### config.mk
export PLATFORM = sky130hd
export DESIGN_NAME = bcd_serial_add_ctrl
export DESIGN_NICKNAME = d
export VERILOG_FILES = /design/src/rtl/bcd_serial_add_ctrl.sv
export SDC_FILE = /design/constraint.sdc
export NUM_CORES = 1
export LEC_CHECK = 0
export CAP_MARGIN = 10
export CELL_PAD_IN_SITES_DETAIL_PLACEMENT = 0
export CELL_PAD_IN_SITES_GLOBAL_PLACEMENT = 1
export CORE_ASPECT_RATIO = 1.25
export CORE_MARGIN = 3
export CORE_UTILIZATION = 30
export CTS_BUF_LIST = sky130_fd_sc_hd__clkbuf_16
export DETAILED_ROUTE_END_ITERATION = 8
export PLACE_DENSITY_LB_ADDON = 0.1
export REMOVE_ABC_BUFFERS = 1
export SLEW_MARGIN = 20
export SYNTH_ARGS = -nofsm -noshare
export SYNTH_HDL_FRONTEND = slang
export SYNTH_SLANG_ARGS = --single-unit
### constraint.sdc
create_clock -name clk -period 3.6 [get_ports clk]
set_input_delay 0.72 -clock clk [delete_from_list [all_inputs] [get_ports clk]]
set_output_delay 0.72 -clock clk [all_outputs]
set_load 0.01 [all_outputs]
### src/rtl/bcd_serial_add_ctrl.sv
// Multi-digit packed-BCD adder that reuses one digit cell.
// Digits are added LSD first, one per clock, with the carry rippling in a register.
module bcd_serial_add_ctrl #(
    parameter int NDIG = 4,
    localparam int IW = (NDIG > 1) ? $clog2(NDIG) : 1
) (
    input  logic              clk,
    input  logic              rst,
    input  logic              start,
    input  logic [4*NDIG-1:0] a,
    input  logic [4*NDIG-1:0] b,
    input  logic              cin,
    output logic              busy,
    output logic              done,
    output logic [4*NDIG-1:0] sum,
    output logic              cout,
    output logic              err
);

    typedef enum logic [1:0] {
        IDLE,
        ADD,
        DONE
    } state_t;

    state_t            state;
    logic [4*NDIG-1:0] ar;
    logic [4*NDIG-1:0] br;
    logic              carry;
    logic [IW-1:0]     idx;

    logic [3:0] x;
    logic [3:0] y;
    logic [4:0] bin;
    logic       dc;
    logic [3:0] digit;
    logic       bad;
    logic       last;

    always_comb begin
        x     = ar[4*int'(idx) +: 4];
        y     = br[4*int'(idx) +: 4];
        bin   = {1'b0, x} + {1'b0, y} + {4'b0, carry};
        dc    = bin[4] | (bin[3] & bin[2]) | (bin[3] & bin[1]);
        digit = bin[3:0] + {1'b0, dc, dc, 1'b0};
        last  = (idx == IW'(NDIG - 1));
    end

    always_comb begin
        bad = 1'b0;
        for (int i = 0; i < NDIG; i++) begin
            if (a[4*i +: 4] > 4'd9 || b[4*i +: 4] > 4'd9)
                bad = 1'b1;
        end
    end

    always_ff @(posedge clk or posedge rst) begin
        if (rst) begin
            state <= IDLE;
            busy  <= 1'b0;
            done  <= 1'b0;
            sum   <= '0;
            cout  <= 1'b0;
            err   <= 1'b0;
            idx   <= '0;
            carry <= 1'b0;
            ar    <= '0;
            br    <= '0;
        end else begin
            unique case (state)
                IDLE, DONE: begin
                    done <= 1'b0;
                    if (start) begin
                        ar    <= a;
                        br    <= b;
                        carry <= cin;
                        idx   <= '0;
                        sum   <= '0;
                        err   <= bad;
                        busy  <= 1'b1;
                        state <= ADD;
                    end else begin
                        busy  <= 1'b0;
                        state <= IDLE;
                    end
                end
                ADD: begin
                    sum[4*int'(idx) +: 4] <= digit;
                    carry <= dc;
                    if (last) begin
                        // idx parks at 0 so the cell never indexes past the operand
                        idx   <= '0;
                        cout  <= dc;
                        busy  <= 1'b0;
                        done  <= 1'b1;
                        state <= DONE;
                    end else begin
                        idx <= idx + IW'(1);
                    end
                end
                default: begin
                    busy  <= 1'b0;
                    done  <= 1'b0;
                    state <= IDLE;
                end
            endcase
        end
    end

endmodule

# Yosys cells after proc, flatten, opt, wreduce, memory -nomap -nowiden

Index checks and enable logic that the tools add are counted.

Word-level logic and storage cells: 66
Input bits: 36
Flip-flop bits (word level): 57
Output and inout port bits: 20

Equal/unequal tests: 5
Reductions and logical operators: 10
Bitwise gates (word level): 4
Muxes and demuxes: 20
Shift-type cells: 4
Add/subtract/negate cells: 5
$lt $le $gt $ge: 8

Operator list:

| kind                    | count |
|---|---|
| $neg 4->33              | 1 |
| $shift 4x33->16 const A | 1 |
| $shiftx 4x33->16        | 1 |
| $gt 4x4->1 const B      | 8 |
| $pmux 16 s2             | 1 |
| $shiftx 16x5->4         | 2 |
| $bwmux 16               | 1 |
| $mux 16                 | 1 |
| $mux 1                  | 10 |
| $pmux 2 s2              | 2 |
| $mux 2                  | 3 |
| $reduce_and 2->1        | 3 |
| $add 4x4->5             | 1 |
| $add 5x1->5             | 1 |
| $add 4x3->4             | 1 |
| $eq 2x2->1 const B      | 2 |
| $logic_or 1x1->1        | 4 |
| $ne 2x2->1 const B      | 2 |
| $pmux 1 s2              | 2 |
| $add 2x1->2 const B     | 1 |
| $and 1x1->1             | 2 |
| $eq 2x1->1 const B      | 1 |
| $logic_not 2->1         | 1 |
| $or 1x1->1              | 2 |
| other kinds (2)         | 2 |

# Depth between registers and ports, before layout

Depth after elaboration: 10
Mapped depth: 15
Gate-level depth less buffers: 14

# Worst setup path after synthesis

No wires, ideal clock.

Path kind: register to register
Start: register idx[0]
End: register sum[15]
Arrival: 3.602 ns
Path buffers: 1
Clock period less this slack: 3.723 ns
Setup time: 0.121 ns
Required time: 3.479 ns
Stages on the path, launching flop included: 16
Slack: -0.123 ns
Cell sequence: dfrtp_1 buf_2 mux4_2 fa_1 inv_1 fa_1 and2b_2 o21a_1 a311oi_2 inv_1 ha_1 inv_1 fa_1 xnor2_1 xnor2_1 a22o_1

Cells in the longest elaborated chain, start to end: 10
Elaborated cells on any way between the ends: 14
Classes of those cells: add/sub (4); shift (4); mux (2); bitwise (4)

Ends and longest elaborated chain:

| item                               | RTL line | RTL |
|---|---|---|
| start: declaration                 | 30       | `logic [IW-1:0] idx;` |
| start signal: assignment           | 98       | `idx <= idx + IW'(1);` |
| $shiftx 16x5->4 (on tied branches) | 41, 42   |  |
| $add 4x4->5 *                      | 43       | `bin = {1'b0, x} + {1'b0, y} + {4'b0, carry};` |
| $add 5x1->5 *                      | 43       |  |
| $and 1x1->1                        | 44       | `dc = bin[4] \| (bin[3] & bin[2]) \| (bin[3] & bin[1]);` |
| $or 1x1->1                         | 44       |  |
| $or 1x1->1 *                       | 44       |  |
| net dc                             | 35       | `logic dc;` |
| $add 4x3->4 *                      | 45       | `digit = bin[3:0] + {1'b0, dc, dc, 1'b0};` |
| $shiftx 4x33->16 *                 | 88       | `sum[4*int'(idx) +: 4] <= digit;` |
| $bwmux 16 *                        | 88       |  |
| $pmux 16 s2 *                      | 70       | `unique case (state)` |
| end signal: indexed assignment     | 88       |  |
| end: declaration                   | 15       | `output logic [4*NDIG-1:0] sum,` |

The timed path passes the listed nets; every way through them passes the cells marked *.
A chain may end at the register's enable or synchronous reset.

# Final worst setup path

Start: register idx[0]
End: register sum[10]

The elaborated chain is that of the path after synthesis.

==> impl_metrics.env <==
export IMPL_die_w_um=90.0
export IMPL_rows=37
export IMPL_synth_cell_area_mm2=0.00265
export IMPL_fin_area_mm2=0.00355
export IMPL_finClkSkew_ps=3.01
export IMPL_grt_pass1_vias=1885
export IMPL_worstPathMaxFanout=4
export IMPL_worstSetupPathType="reg -> reg"
export IMPL_r2r_start="idx[0]$_DFFE_PP0P_"
export IMPL_endpoint_kind="flop"
export IMPL_grt_first_pass_wirelength_mm=9.96
export IMPL_synth_seq_area_share=0.529
export IMPL_htreeDepth=2
export IMPL_placed_cell_area_mm2=0.00337
export IMPL_synth_cell_types=32
export IMPL_drive_gt1_frac=0.269
export IMPL_hold_buffers=0
export IMPL_wirelength_mm=5.91
export IMPL_worst_pin_slew_ps=560
export IMPL_slew_headroom=0.624
export IMPL_clockBufferDepth=2
export IMPL_io_pins=56
export IMPL_final_nets=300
export IMPL_setup_viol=0
export IMPL_fp_coreArea_mm2=0.00843
export IMPL_min_period_over_period=0.942
export IMPL_required_ps=3830
export IMPL_clk_latency_ps=290
export IMPL_chipHeight_um=111
export IMPL_outcome="complete, no violations"
export IMPL_drt_iter0_drc=50
export IMPL_vias=1748
export IMPL_ant_nets=0
export IMPL_worstHoldStart="busy$_DFFE_PP0P_"
export IMPL_root_buffer="clkbuf_16"
export IMPL_hold_viol=0
export IMPL_clkTransAtPathRegs_ps=70
export IMPL_start_util=0.314
export IMPL_rsz0062_at_grt="false"
export IMPL_antenna_found_initial=0
export IMPL_place_ws_ps=2.15
export IMPL_startpoint_type="flop"
export IMPL_numCtsBuffers=5
export IMPL_post_drt_wl_per_cell_um=16.0
export IMPL_cp_startpoint="idx[0]$_DFFE_PP0P_"
export IMPL_grt_max_degree=57
export IMPL_synthTopCellsByArea="dfrtp_1, mux2_2, mux4_2, a22o_1, ha_1"
export IMPL_drt_pass1_iter_count=4
export IMPL_diodes=0
export IMPL_post_route_min_period_ps=3390
export IMPL_synth_top_cell_by_area="dfrtp_1"
export IMPL_ys_async_sr_fraction=1.00
export IMPL_synth_edff_count=0
export IMPL_syn_to_final_growth_pct=33.9
export IMPL_synth_top_area_share=0.529
export IMPL_synth_commonest_cells="dfrtp_1, mux2_2, a22o_1"
export IMPL_crit_arrival_ps=3620
export IMPL_dpl_hpwl_mm=4.54
export IMPL_timing_fmax_mhz=295
export IMPL_synth_most_common_cell="dfrtp_1"
export IMPL_viasPerCell=4.72
export IMPL_synth_area_per_cell_um2=13.9
export IMPL_hp_class="reg -> reg"
export IMPL_yosysWarnings=0
export IMPL_fin_ws_ps=209
export IMPL_groute_usage_overall=0.126
export IMPL_routabilityCongestion=0.719
export IMPL_yosys_register_bits=56
export IMPL_max_cap_violations=0
export IMPL_dieArea_mm2=0.0100
export IMPL_clock_sinks=56
export IMPL_cts_tree="built"
export IMPL_synth_main_ff_cell="dfrtp_1"
export IMPL_drc=0
export IMPL_gr_total_overflow=0
export IMPL_slew_violations=0
export IMPL_portBuffers=55
export IMPL_synthCells=191
layer usage:
metal	wire length, um	GRT usage
met2	3150	0.223
met5	0	0
met3	221	0.0285
met1	2480	0.151
met4	65	0.0368
flip-flops by register name, summed over array words and instances, names as in the netlist:
| register | flops |
|---|---|
| done | 1 |
| br | 16 |
| carry | 1 |
| cout | 1 |
| sum | 16 |
| state | 1 |
| err | 1 |
| ar | 16 |
| idx | 2 |
| busy | 1 |
per-stage QoR:
| step | setup TNS (ps) | std cells | hold WS, ps | utilization |
|---|---|---|---|---|
| finish | 0 | 370 | 484 | 0.421 |
| global route | 0 | 370 | 521 | 0.421 |
| CTS | 0 | 369 | 487 | 0.417 |
| detailed placement | 0 | 361 | 469 | 0.400 |
| global placement | 0 | 361 | 463 | 0.400 |
| floorplan | -932 | 183 | 475 | - |
path summary, 6_finish.rpt:
kind                                        to  slack, ps  cells after the start
max in group asynchronous   idx[0]$_DFFE_PP0P_       2550                      3
hold / removal                busy$_DFFE_PP0P_        480                      1
hold reg to reg               busy$_DFFE_PP0P_        480                      1
setup reg to reg           sum[10]$_DFFE_PP0P_        210                     13
setup / recovery           sum[10]$_DFFE_PP0P_        210                     13
min in group asynchronous   br[13]$_DFFE_PP0P_        800                      3
placed cells by master, fill, tap and decap left out, drive strengths merged, types with 7 or more instances in the layout:
master,instances
a21oi,7
a22o,17
buf,7
clkdlybuf4s50,55
dfrtp,56
ha,9
inv,10
mux2,33
mux4,8
o21ai,9
final cells by class:
class / instances / area, um^2
fillers: 848 / 4880
flip-flops and latches: 56 / 1400
multi-input cells: 117 / 1200
repair buffers: 62 / 616
well taps: 117 / 146
clock buffers: 5 / 125
inverters: 10 / 37.5
clock inverters: 3 / 13.8
worst max-delay path, cell delays in order (launching register included):
cell	delay, ps
dfrtp_2	410
mux4_2	540
fa_2	370
inv_1	70
fa_1	220
and2b_2	230
o21a_1	180
a311oi_2	270
inv_1	70
ha_1	170
inv_1	70
fa_2	420
inv_1	160
a22o_1	170
kinds of logic after synthesis:
group                      synth area share
AOI/OAI and AO/OA                     0.110
xor gates and xnor gates             0.0128
adders and majority gates            0.0652
buffers and inverters                0.0288
DFF                                   0.529
muxes                                 0.208
and+or+nand+nor                      0.0454
what timing repair did:
item | CTS | global route
pin swaps | 0 | 1
buffers inserted | 0 | 1
hold endpoints to repair | 0 | 0
setup endpoints to repair | 1 | 8
resized for setup | 1 | 5
Power is not shown: default switching activity piles up to over one toggle a cycle in this logic, so the estimate is an artifact.
